--- src/rtl/run_gen_pkg.sv ---
// Shared types and constants for the run_gen capture-plus-runs stimulus generator.
package run_gen_pkg;

    localparam int unsigned DATA_W  = 4;
    localparam int unsigned CNT_W   = 4;
    localparam int unsigned LEN_W   = 3;
    localparam int unsigned CAP_LEN = 2;
    localparam int unsigned GAP_LEN = 2;

    typedef enum logic [2:0] {
        IDLE = 3'd0,
        CAP  = 3'd1,
        RUN  = 3'd2,
        GAP  = 3'd3,
        DONE = 3'd4
    } state_t;

    // Segment counters count down to zero, so a segment of len cycles loads len-1.
    function automatic logic [LEN_W-1:0] seg_load_val(input logic [LEN_W-1:0] len);
        return LEN_W'(len - LEN_W'(1));
    endfunction

endpackage

--- src/rtl/run_gen_seg_cnt.sv ---
// seg_cnt: loadable 3-bit down-counter; tc is high while the count sits at zero.
module seg_cnt
    import run_gen_pkg::*;
(
    input  logic             clk,
    input  logic             rst,
    input  logic             load,
    input  logic [LEN_W-1:0] load_val,
    output logic             tc
);

    logic [LEN_W-1:0] cnt;
    logic [LEN_W-1:0] cnt_nxt;

    always_comb begin
        cnt_nxt = cnt;
        if (load) begin
            cnt_nxt = load_val;
        end else if (cnt != '0) begin
            cnt_nxt = cnt - LEN_W'(1);
        end
    end

    // tc is registered from the next count so it lines up with cnt.
    always_ff @(posedge clk) begin
        if (rst) begin
            cnt <= '0;
            tc  <= 1'b1;
        end else begin
            cnt <= cnt_nxt;
            tc  <= (cnt_nxt == '0);
        end
    end

endmodule

--- src/rtl/run_gen.sv ---
// run_gen: emits a threshold capture window followed by above-threshold runs.
// Build option RUN_GEN_LFSR_EN selects LFSR-based run samples instead of thres+1.
module run_gen
    import run_gen_pkg::*;
(
    input  logic              clk,
    input  logic              rst,
    input  logic              start,
    input  logic [DATA_W-1:0] thres,
    input  logic [CNT_W-1:0]  n_runs,
    input  logic [LEN_W-1:0]  run_len,
    output logic              strtCapCmp,
    output logic [DATA_W-1:0] sig,
    output logic              busy,
    output logic              done,
    output logic              err,
    output logic [CNT_W-1:0]  runs_sent
);

    localparam int unsigned RC_W = CNT_W + 1;

    state_t            state;
    state_t            state_nxt;
    logic [DATA_W-1:0] thres_q;
    logic [CNT_W-1:0]  n_runs_q;
    logic [LEN_W-1:0]  run_len_q;
    logic              accept;
    logic              reject;
    logic              more_runs;
    logic              seg_tc;
    logic              seg_load;
    logic [LEN_W-1:0]  seg_val;
    logic [DATA_W-1:0] cur_thres;
    logic [DATA_W-1:0] run_val;
    logic [DATA_W-1:0] sig_nxt;
    logic              strt_nxt;
    logic              busy_nxt;
    logic              done_nxt;

    assign accept    = (state == IDLE) && start && (thres != 4'hF) && (run_len != '0);
    assign reject    = (state == IDLE) && start && !((thres != 4'hF) && (run_len != '0));
    assign more_runs = (RC_W'(runs_sent) + RC_W'(1)) < RC_W'(n_runs_q);

    seg_cnt u_seg_cnt (
        .clk      (clk),
        .rst      (rst),
        .load     (seg_load),
        .load_val (seg_val),
        .tc       (seg_tc)
    );

`ifdef RUN_GEN_LFSR_EN
    logic [DATA_W-1:0] lfsr;

    // x^4+x^3+1 Fibonacci LFSR, stepped on every edge that lands in a RUN cycle.
    always_ff @(posedge clk) begin
        if (rst) begin
            lfsr <= 4'h1;
        end else if (state_nxt == RUN) begin
            lfsr <= {lfsr[2:0], lfsr[3] ^ lfsr[2]};
        end
    end

    assign run_val = (lfsr > thres_q) ? lfsr : DATA_W'(thres_q + DATA_W'(1));
`else
    assign run_val = DATA_W'(thres_q + DATA_W'(1));
`endif

    always_ff @(posedge clk) begin
        if (rst) begin
            state <= IDLE;
        end else begin
            state <= state_nxt;
        end
    end

    always_comb begin
        state_nxt = state;
        unique case (state)
            IDLE: if (accept) state_nxt = CAP;
            CAP:  if (seg_tc) state_nxt = (n_runs_q != '0) ? RUN : DONE;
            RUN:  if (seg_tc) state_nxt = more_runs ? GAP : DONE;
            GAP:  if (seg_tc) state_nxt = RUN;
            DONE: state_nxt = IDLE;
            default: state_nxt = IDLE;
        endcase
    end

    // Outputs are decoded from the upcoming state so the registers track the state.
    always_comb begin
        sig_nxt   = '0;
        strt_nxt  = 1'b0;
        busy_nxt  = 1'b0;
        done_nxt  = 1'b0;
        seg_load  = (state_nxt != state);
        seg_val   = '0;
        cur_thres = accept ? thres : thres_q;
        unique case (state_nxt)
            CAP: begin
                sig_nxt  = cur_thres;
                strt_nxt = (state != CAP);
                busy_nxt = 1'b1;
                seg_val  = seg_load_val(LEN_W'(CAP_LEN));
            end
            RUN: begin
                sig_nxt  = run_val;
                busy_nxt = 1'b1;
                seg_val  = seg_load_val(run_len_q);
            end
            GAP: begin
                sig_nxt  = thres_q;
                busy_nxt = 1'b1;
                seg_val  = seg_load_val(LEN_W'(GAP_LEN));
            end
            DONE: begin
                sig_nxt  = thres_q;
                busy_nxt = 1'b1;
                done_nxt = 1'b1;
            end
            default: begin
                sig_nxt = '0;
            end
        endcase
    end

    always_ff @(posedge clk) begin
        if (rst) begin
            sig        <= '0;
            strtCapCmp <= 1'b0;
            busy       <= 1'b0;
            done       <= 1'b0;
            err        <= 1'b0;
        end else begin
            sig        <= sig_nxt;
            strtCapCmp <= strt_nxt;
            busy       <= busy_nxt;
            done       <= done_nxt;
            err        <= reject;
        end
    end

    always_ff @(posedge clk) begin
        if (rst) begin
            thres_q   <= '0;
            n_runs_q  <= '0;
            run_len_q <= '0;
        end else if (accept) begin
            thres_q   <= thres;
            n_runs_q  <= n_runs;
            run_len_q <= run_len;
        end
    end

    always_ff @(posedge clk) begin
        if (rst || accept) begin
            runs_sent <= '0;
        end else if ((state == RUN) && seg_tc) begin
            runs_sent <= runs_sent + CNT_W'(1);
        end
    end

endmodule
--- config.mk ---
export PLATFORM = sky130hd
export DESIGN_NAME = run_gen
export DESIGN_NICKNAME = d
export VERILOG_FILES = /design/src/rtl/run_gen_pkg.sv /design/src/rtl/run_gen_seg_cnt.sv /design/src/rtl/run_gen.sv
export SDC_FILE = /design/constraint.sdc
export NUM_CORES = 1
export LEC_CHECK = 0
export BUFFER_PORTS_ARGS = -buffer_cell sky130_fd_sc_hd__buf_2
export CORE_AREA = 2 2 60 62
export CTS_CLUSTER_DIAMETER = 80
export DETAILED_ROUTE_END_ITERATION = 10
export DIE_AREA = 0 0 62 64
export GPL_TIMING_DRIVEN = 0
export HOLD_SLACK_MARGIN = 0.06
export PLACE_DENSITY = 0.67
export SYNTH_ARGS = -nofsm -noshare
export SYNTH_HDL_FRONTEND = slang
export SYNTH_SLANG_ARGS = --single-unit
--- constraint.sdc ---
create_clock -name clk -period 2.7 [get_ports clk]
set_input_delay 0.135 -clock clk [delete_from_list [all_inputs] [get_ports clk]]
set_output_delay 0.135 -clock clk [all_outputs]
set_load 0.03 [all_outputs]
==> results of run 1 <==
[sequential cells by signal, indices dropped and copies added (netlist names)]
signal         count
strtCapCmp         1
err                1
u_seg_cnt.tc       1
run_len_q          3
n_runs_q           4
busy               1
sig                4
state              3
u_seg_cnt.cnt      3
done               1
runs_sent          4
thres_q            4
[timing repair]
action / in CTS / in global routing
hold buffers: 6 / 0
endpoints found under the hold margin: 6 / 0
endpoints found under the setup margin: 0 / 0
[per-stage QoR]
| step | cells | utilization [%] | worst slack, ns | cell area, um2 |
|---|---|---|---|---|
| 3_5_place_dp | 246 | 51.5 | 0.202 | 1690 |
| 2_1_floorplan | 176 | - | 0.268 | 1510 |
| 5_1_grt | 259 | 55.8 | 0.0110 | 1830 |
| 4_1_cts | 259 | 55.8 | 0.183 | 1830 |
| 3_3_place_gp | 246 | 51.5 | 0.278 | 1690 |
| 6_report | 259 | 55.8 | 0.141 | 1830 |
[cell type report]
cell class | instances | share of cell area, %
plain buffers | 6 | 1.23
clock inverters | 1 | 1.64
repair buffers | 30 | 9.84
inverters | 13 | 2.66
well taps | 46 | 3.14
flip-flops and latches | 30 | 32.8
clock buffers | 6 | 2.80
multi-input cells | 127 | 45.9
[logic make-up after synthesis]
logic type | Yosys count | share of synthesized area [%]
adders and majority gates | 8 | 6.62
AOI/OAI and AO/OA | 36 | 17.5
buffers and inverters | 19 | 4.71
DFF | 30 | 39.7
muxes | 5 | 3.31
and+or+nand+nor | 69 | 22.9
xor gates and xnor gates | 9 | 5.21
[per-layer routing]
| layer | wire [um] | part of all wire, % | GRT usage, % |
|---|---|---|---|
| met1 | 1510 | 45 | 23.4 |
| met2 | 1670 | 50 | 32.3 |
| met3 | 127 | 3.8 | 6.07 |
| met4 | 38 | 1.1 | 4.79 |
| met5 | 0 | 0 | 0 |
[layout by cell type, fill, tap and decap left out, types with 3 or more instances in the layout]
| cell | instances |
|---|---|
| dfxtp_1 | 30 |
| nand2b_1 | 3 |
| a31o_2 | 3 |
| clkbuf_1 | 5 |
| dlygate4sd3_1 | 6 |
| nand3_1 | 4 |
| mux2i_1 | 5 |
| ha_1 | 8 |
| buf_2 | 24 |
| a211oi_1 | 3 |
| xor2_1 | 5 |
| and2_1 | 3 |
| inv_1 | 13 |
| nor2_1 | 10 |
| clkbuf_4 | 5 |
| xnor2_1 | 4 |
| a21oi_1 | 14 |
| nor3_1 | 8 |
| nand2_1 | 29 |
[critical path, cell delays in order (launching register included)]
cell and delay, ns:
dfxtp_1 0.42, ha_1 0.28, ha_1 0.27, a21boi_0 0.14, o31ai_1 0.43, a21oi_1 0.18
and3_1 0.27, a222oi_1 0.37, nor2_1 0.08
[worst paths after layout]
check                from           end
max          runs_sent[0]        sig[1]
min reg2reg  run_len_q[0]  run_len_q[0]
max reg2reg  runs_sent[0]        sig[1]
min              thres[2]    thres_q[2]
[report_power, final]
| group | leakage (uW) | switching [uW] | internal (uW) |
|---|---|---|---|
| registers | 0.000245 | 50.4 | 505 |
| logic | 0.000474 | 267 | 204 |
| clock network | 0.0000443 | 145 | 215 |
| total | 0.000764 | 462 | 925 |
==> metrics.md, run 1 <==
| Metric | Value |
|---|---|
| Status | `completed` |
| Fill count | `314` |
| Clock buffers created by TritonCTS | `5` |
| Number of nets produced by synthesis | `198` |
| Dominant cell type by area after synthesis | `dfxtp_1` |
| Share of layout cells above drive strength 1 | `18.8%` |
| Routability-driven placement congestion ratio | `0.805` |
| Data arrival time of the critical path | `2.76 ns` |
| Pwr dens | `758 nW/um2` |
| Instance count along the most critical hold path | `3` |
| Worst R2R Setup Slack | `0.14 ns` |
| Crit-path max FO | `5` |
| Most used flip-flop cell after synthesis | `dfxtp_1` |
| Total vias in the final route | `1362` |
| Total number of nets in the final design | `235` |
| Average size of a mapped cell | `8.59 um2` |
| Area growth from synthesis to layout | `21.1%` |
| Flip-flop and latch count after synthesis | `30` |
| Worst-case clock skew | `0.00352 ns` |
| Number of nets with antenna violations after routing | `0` |
| Hold Slack | `0.0775 ns` |
| Total of warnings raised by yosys | `0` |
| Vertical die dimension | `64 um` |
| Cells on worst reg2reg path | `8` |
| DR WL/cell | `12.9 um` |
| WP data required | `2.91 ns` |
| Number of iterations in the first detailed-routing pass | `4` |
| Final-report setup violation count | `0` |
| Total count of hold-check failures in the final report | `0` |
| Sum of negative setup slack | `0 ns` |
| Worst-margin pin slew | `0.598 ns` |
| Die area | `3970 um2` |
| Highest clock frequency the design can meet | `0.391 GHz` |
| CP startpoint kind | `flop` |
| Gate Count Post-Synth | `176` |
| Maximum VDD drop | `0.367 mV` |
| Maximum number of pins on one net before global-route repair | `11` |
| Post-synthesis cell type count | `40` |
| Total wire length | `3350 um` |
| Maximum clock path buffer count | `2` |
| Maximum level of the CTS H-tree | `2` |
| Starting density of the core | `46.1%` |
| Area used by multi-input combinational logic | `841 um2` |
| Clock slew seen by the registers of the worst setup and hold paths | `0.09 ns` |
| Count of flip-flops with a built-in enable after synthesis | `0` |
| Count of pins over their slew limit | `0` |
| Hold/Removal Path Class | `input port to flop` |
| Port-buffer cells | `24` |
| Leak Pwr | `0.000764 uW` |
| Routed via count divided by cell count | `5.26` |
| Number of antenna cells inserted | `0` |
| Via count of the first global-routing pass | `1369` |
| Share of the cycle needed by the critical path after routing | `94.8%` |
| Sequential cell area | `601 um2` |
| Number of rows created at floorplan | `21` |
| Buffer type at the clock tree root | `clkbuf_4` |
| Element type at the critical path end | `flop` |
| Critical path class | `flop to flop` |
| Shortest clock period the worst path allows after layout | `2.56 ns` |
| Count of routing violations after the opening detailed-route iteration | `33` |
| Share of flip-flops with an asynchronous set or reset | `0%` |
| Relative slew slack | `59.8%` |
| Total number of clock tree sinks | `30` |
| Most used standard cell by instance count after synthesis | `dfxtp_1` |
| TritonCTS clock tree | `yes` |
| Width of the chip | `62 um` |
| Worst-Skew Late Latency | `0.32 ns` |
| Post-cts sizing count | `0` |
| Yosys top cell area share | `39.7%` |
| Cell area after technology mapping | `1510 um2` |
| Overall Power | `1390 uW` |
| Wire length of the first global-routing pass | `5750 um` |
| Register area share after synthesis | `39.7%` |
| Count of buffers added by post-CTS timing repair for setup | `0` |
| Most used standard cells in the synthesized netlist | `dfxtp_1 (30), nand2_1 (29), a21oi_1 (14), inv_1 (13), nor2_1 (10)` |
| Overflow left after global routing | `0` |
| Num ports | `26` |
| Unrepaired setup endpoints after global routing | `false` |
| Antenna violations before repair | `0` |
| Overall fraction of global-route tracks in use | `19.3%` |
| Half-perimeter wire length of the detailed placement result | `2620 um` |
| Max-cap violations | `0` |
| Floorplan Core Area | `3280 um2` |
| Remaining design rule violation count | `0` |
| Cells taking the most area after synthesis | `dfxtp_1 (40%), nand2_1 (7.2%), ha_1 (6.6%)` |
Note: power is estimated with default switching activity, not from simulation.
==> inputs of run 2 (changes only) <==
--- a/config.mk
+++ b/config.mk
@@ -6,13 +6,15 @@
 export NUM_CORES = 1
 export LEC_CHECK = 0
 export BUFFER_PORTS_ARGS = -buffer_cell sky130_fd_sc_hd__buf_2
-export CORE_AREA = 2 2 60 62
+export CELL_PAD_IN_SITES_DETAIL_PLACEMENT = 0
+export CELL_PAD_IN_SITES_GLOBAL_PLACEMENT = 1
+export CORE_AREA = 2 2 64 66
 export CTS_CLUSTER_DIAMETER = 80
 export DETAILED_ROUTE_END_ITERATION = 10
-export DIE_AREA = 0 0 62 64
+export DIE_AREA = 0 0 66 68
 export GPL_TIMING_DRIVEN = 0
 export HOLD_SLACK_MARGIN = 0.06
-export PLACE_DENSITY = 0.67
+export PLACE_DENSITY_LB_ADDON = 0.1
 export SYNTH_ARGS = -nofsm -noshare
 export SYNTH_HDL_FRONTEND = slang
 export SYNTH_SLANG_ARGS = --single-unit
==> metrics.md, run 2 (synthesis gave the netlist of run 1 again) <==
| Metric | Value |
|---|---|
| Status | `completed (unchanged)` |
| TritonCTS clock tree | `yes (unchanged)` |
| Die area | `4490 um2 (was 3970 um2)` |
| Max-cap violations | `0 (unchanged)` |
| Number of iterations in the first detailed-routing pass | `4 (unchanged)` |
| Endpoint of the worst hold-timing path | `n_runs_q[1] (was thres_q[2])` |
| Maximum number of pins on one net before global-route repair | `11 (unchanged)` |
| Top cell family by delay on the critical path | `compound AO/OA/AOI/OAI gates (unchanged)` |
| Maximum clock path buffer count | `2 (unchanged)` |
| Total count of hold-check failures in the final report | `0 (unchanged)` |
| Total wire length | `3650 um (was 3350 um)` |
| Longest individual stage delay on the worst path | `0.46 ns (was 0.43 ns)` |
| Worst path buffer plus inverter count | `0 (unchanged)` |
| Vertical die dimension | `68 um (was 64 um)` |
| Sum of negative setup slack | `0 ns (unchanged)` |
| Final-report setup violation count | `0 (unchanged)` |
| Worst R2R Setup Slack | `0.24 ns (was 0.14 ns)` |
| Maximum level of the CTS H-tree | `2 (unchanged)` |
| Worst path cell trace | `ha_1, ha_1, a21boi_0, o311ai_0, nand3_1, a21o_4, a311oi_2, a211oi_2 (was ha_1, ha_1, a21boi_0, o31ai_1, a21oi_1, and3_1, a222oi_1, nor2_1)` |
| Remaining design rule violation count | `0 (unchanged)` |
| Worst setup slack after layout | `0.240 ns (was 0.141 ns)` |
| Crit-path slowest cell | `o311ai_0 (was o31ai_1)` |
| Total number of nets in the final design | `229 (was 235)` |
| Total vias in the final route | `1359 (was 1362)` |
| Most prevalent standard cell on the critical path | `ha_1 (unchanged)` |
| Number of rows created at floorplan | `23 (was 21)` |
| Routability-driven placement congestion ratio | `0.814 (was 0.805)` |
| Buffer type at the clock tree root | `clkbuf_8 (was clkbuf_4)` |
| Overflow left after global routing | `0 (unchanged)` |
| Area growth from synthesis to layout | `19.9% (was 21.1%)` |
| Source of the worst register-to-register timing path | `runs_sent[0] (unchanged)` |
| Number of nets with antenna violations after routing | `0 (unchanged)` |
| Shortest clock period the worst path allows after layout | `2.46 ns (was 2.56 ns)` |
| Commonest non-fill, non-tap cell in the layout | `dfxtp_1 (unchanged)` |
| Maximum VDD drop | `0.304 mV (was 0.367 mV)` |
| Clock slew seen by the registers of the worst setup and hold paths | `0.07 ns (was 0.09 ns)` |
| Crit-path max FO | `5 (unchanged)` |
| Pwr dens | `822 nW/um2 (was 758 nW/um2)` |
| Number of antenna cells inserted | `0 (unchanged)` |
| CP startpoint kind | `flop (unchanged)` |
| Port-buffer cells | `24 (unchanged)` |
| Antenna violations before repair | `0 (unchanged)` |
| Instance count along the most critical hold path | `3 (unchanged)` |
| Met3 Resource Use GR | `4.44% (was 6.07%)` |
| Data arrival time of the critical path | `2.63 ns (was 2.76 ns)` |
| Count of routing violations after the opening detailed-route iteration | `81 (was 33)` |
| Most frequent cells in the layout | `dfxtp_1 (30), nand2_1 (29), buf_2 (24) (unchanged)` |
| Startpoint of the lowest-slack hold path | `n_runs[1] (was thres[2])` |
| Hold/Removal Path Class | `input port to flop (unchanged)` |
| Layer with the highest usage | `met2 (unchanged)` |
| Worst setup slack after placement | `0.176 ns (was 0.202 ns)` |
| Element type at the critical path end | `flop (unchanged)` |
| Wire length of the first global-routing pass | `6190 um (was 5750 um)` |
| Routed via count divided by cell count | `5.29 (was 5.26)` |
| Relative slew slack | `60.8% (was 59.8%)` |
| Final design utilization | `47.0% (was 55.8%)` |
| WP data required | `2.87 ns (was 2.91 ns)` |
| Count of pins over their slew limit | `0 (unchanged)` |
| Via count of the first global-routing pass | `1327 (was 1369)` |
| Cells on worst reg2reg path | `8 (unchanged)` |
| Share of layout cells above drive strength 1 | `19.8% (was 18.8%)` |
| Count of buffers added by post-CTS timing repair for setup | `0 (unchanged)` |
| Critical path class | `flop to flop (unchanged)` |
| Grt met1 use | `23.5% (was 23.4%)` |
| Hold Slack | `0.0921 ns (was 0.0775 ns)` |
| Num ports | `26 (unchanged)` |
| Half-perimeter wire length of the detailed placement result | `2700 um (was 2620 um)` |
| Total number of clock tree sinks | `30 (unchanged)` |
| Clock buffers created by TritonCTS | `5 (unchanged)` |
| Floorplan Core Area | `3860 um2 (was 3280 um2)` |
| Leak Pwr | `0.000754 uW (was 0.000764 uW)` |
| Highest clock frequency the design can meet | `0.407 GHz (was 0.391 GHz)` |
| Met2 Use GR | `30.4% (was 32.3%)` |
| DR WL/cell | `14.2 um (was 12.9 um)` |
| Worst-margin pin slew | `0.583 ns (was 0.598 ns)` |
| Worst-case clock skew | `0.00710 ns (was 0.00352 ns)` |
| Width of the chip | `66 um (was 62 um)` |
| Share of the cycle needed by the critical path after routing | `91.1% (was 94.8%)` |
| Overall fraction of global-route tracks in use | `18.6% (was 19.3%)` |
| Reg-to-reg endpoint | `u_seg_cnt.tc (was sig[1])` |
| Worst-Skew Late Latency | `0.29 ns (was 0.32 ns)` |
| Starting density of the core | `39.2% (was 46.1%)` |
| Unrepaired setup endpoints after global routing | `false (unchanged)` |
run 2: layout make-up:
cell class	count	area (um2)
Buffer	6	22.5
Sequential cell	30	601
Clock buffer	6	82.6
Tap cell	50	62.6
Timing Repair Buffer	24	120
Inverter	13	48.8
Fill cell	404	2040
Clock inverter	1	30.0
Multi-Input combinational cell	127	846
run 2: per-layer routing:
layer | up-vias | part of all wire (%)
li1 | 684 | -
met1 | 641 | 47
met2 | 26 | 46
met3 | 8 | 4.4
met4 | 0 | 2.0
met5 | - | 0
run 2: report_power, final:
part / internal [uW] / switching (uW) / total (uW)
Combinational: 199 / 271 / 470
Sequential: 506 / 52.4 / 559
Clock: 295 / 167 / 461
run 2: through the flow:
step	cells	cell area [um2]	total power [uW]
after floorplan	176	1510	919
after global placement	250	1700	1020
after detailed placement	250	1700	1030
after CTS	257	1810	1500
after global routing	257	1810	1590
final	257	1810	1490
run 2: worst max-delay path by stage:
stage	startpoint	to	depth (start not counted)
4_1_cts	runs_sent[0]	sig[1]	8
5_1_grt	runs_sent[0]	u_seg_cnt.tc	8
6_report	runs_sent[0]	u_seg_cnt.tc	8
2_1_floorplan	runs_sent[0]	sig[1]	8
3_3_place_gp	runs_sent[0]	sig[2]	8
3_5_place_dp	runs_sent[0]	sig[1]	8
run 2: worst register-to-register path: cells and delay by family (launching register included):
kind	cells	cell delay (ns)
adder cells (fa/ha/maj)	2	0.59
AND/OR/NAND/NOR	1	0.21
AO/OA/AOI/OAI	5	1.21
flip-flops	1	0.34
run 2: what timing repair did:
| action | 4_1_cts | 5_1_grt |
|---|---|---|
| resized for setup | 0 | 1 |
| hold buffers | 0 | 0 |
| setup endpoints to repair | 0 | 2 |
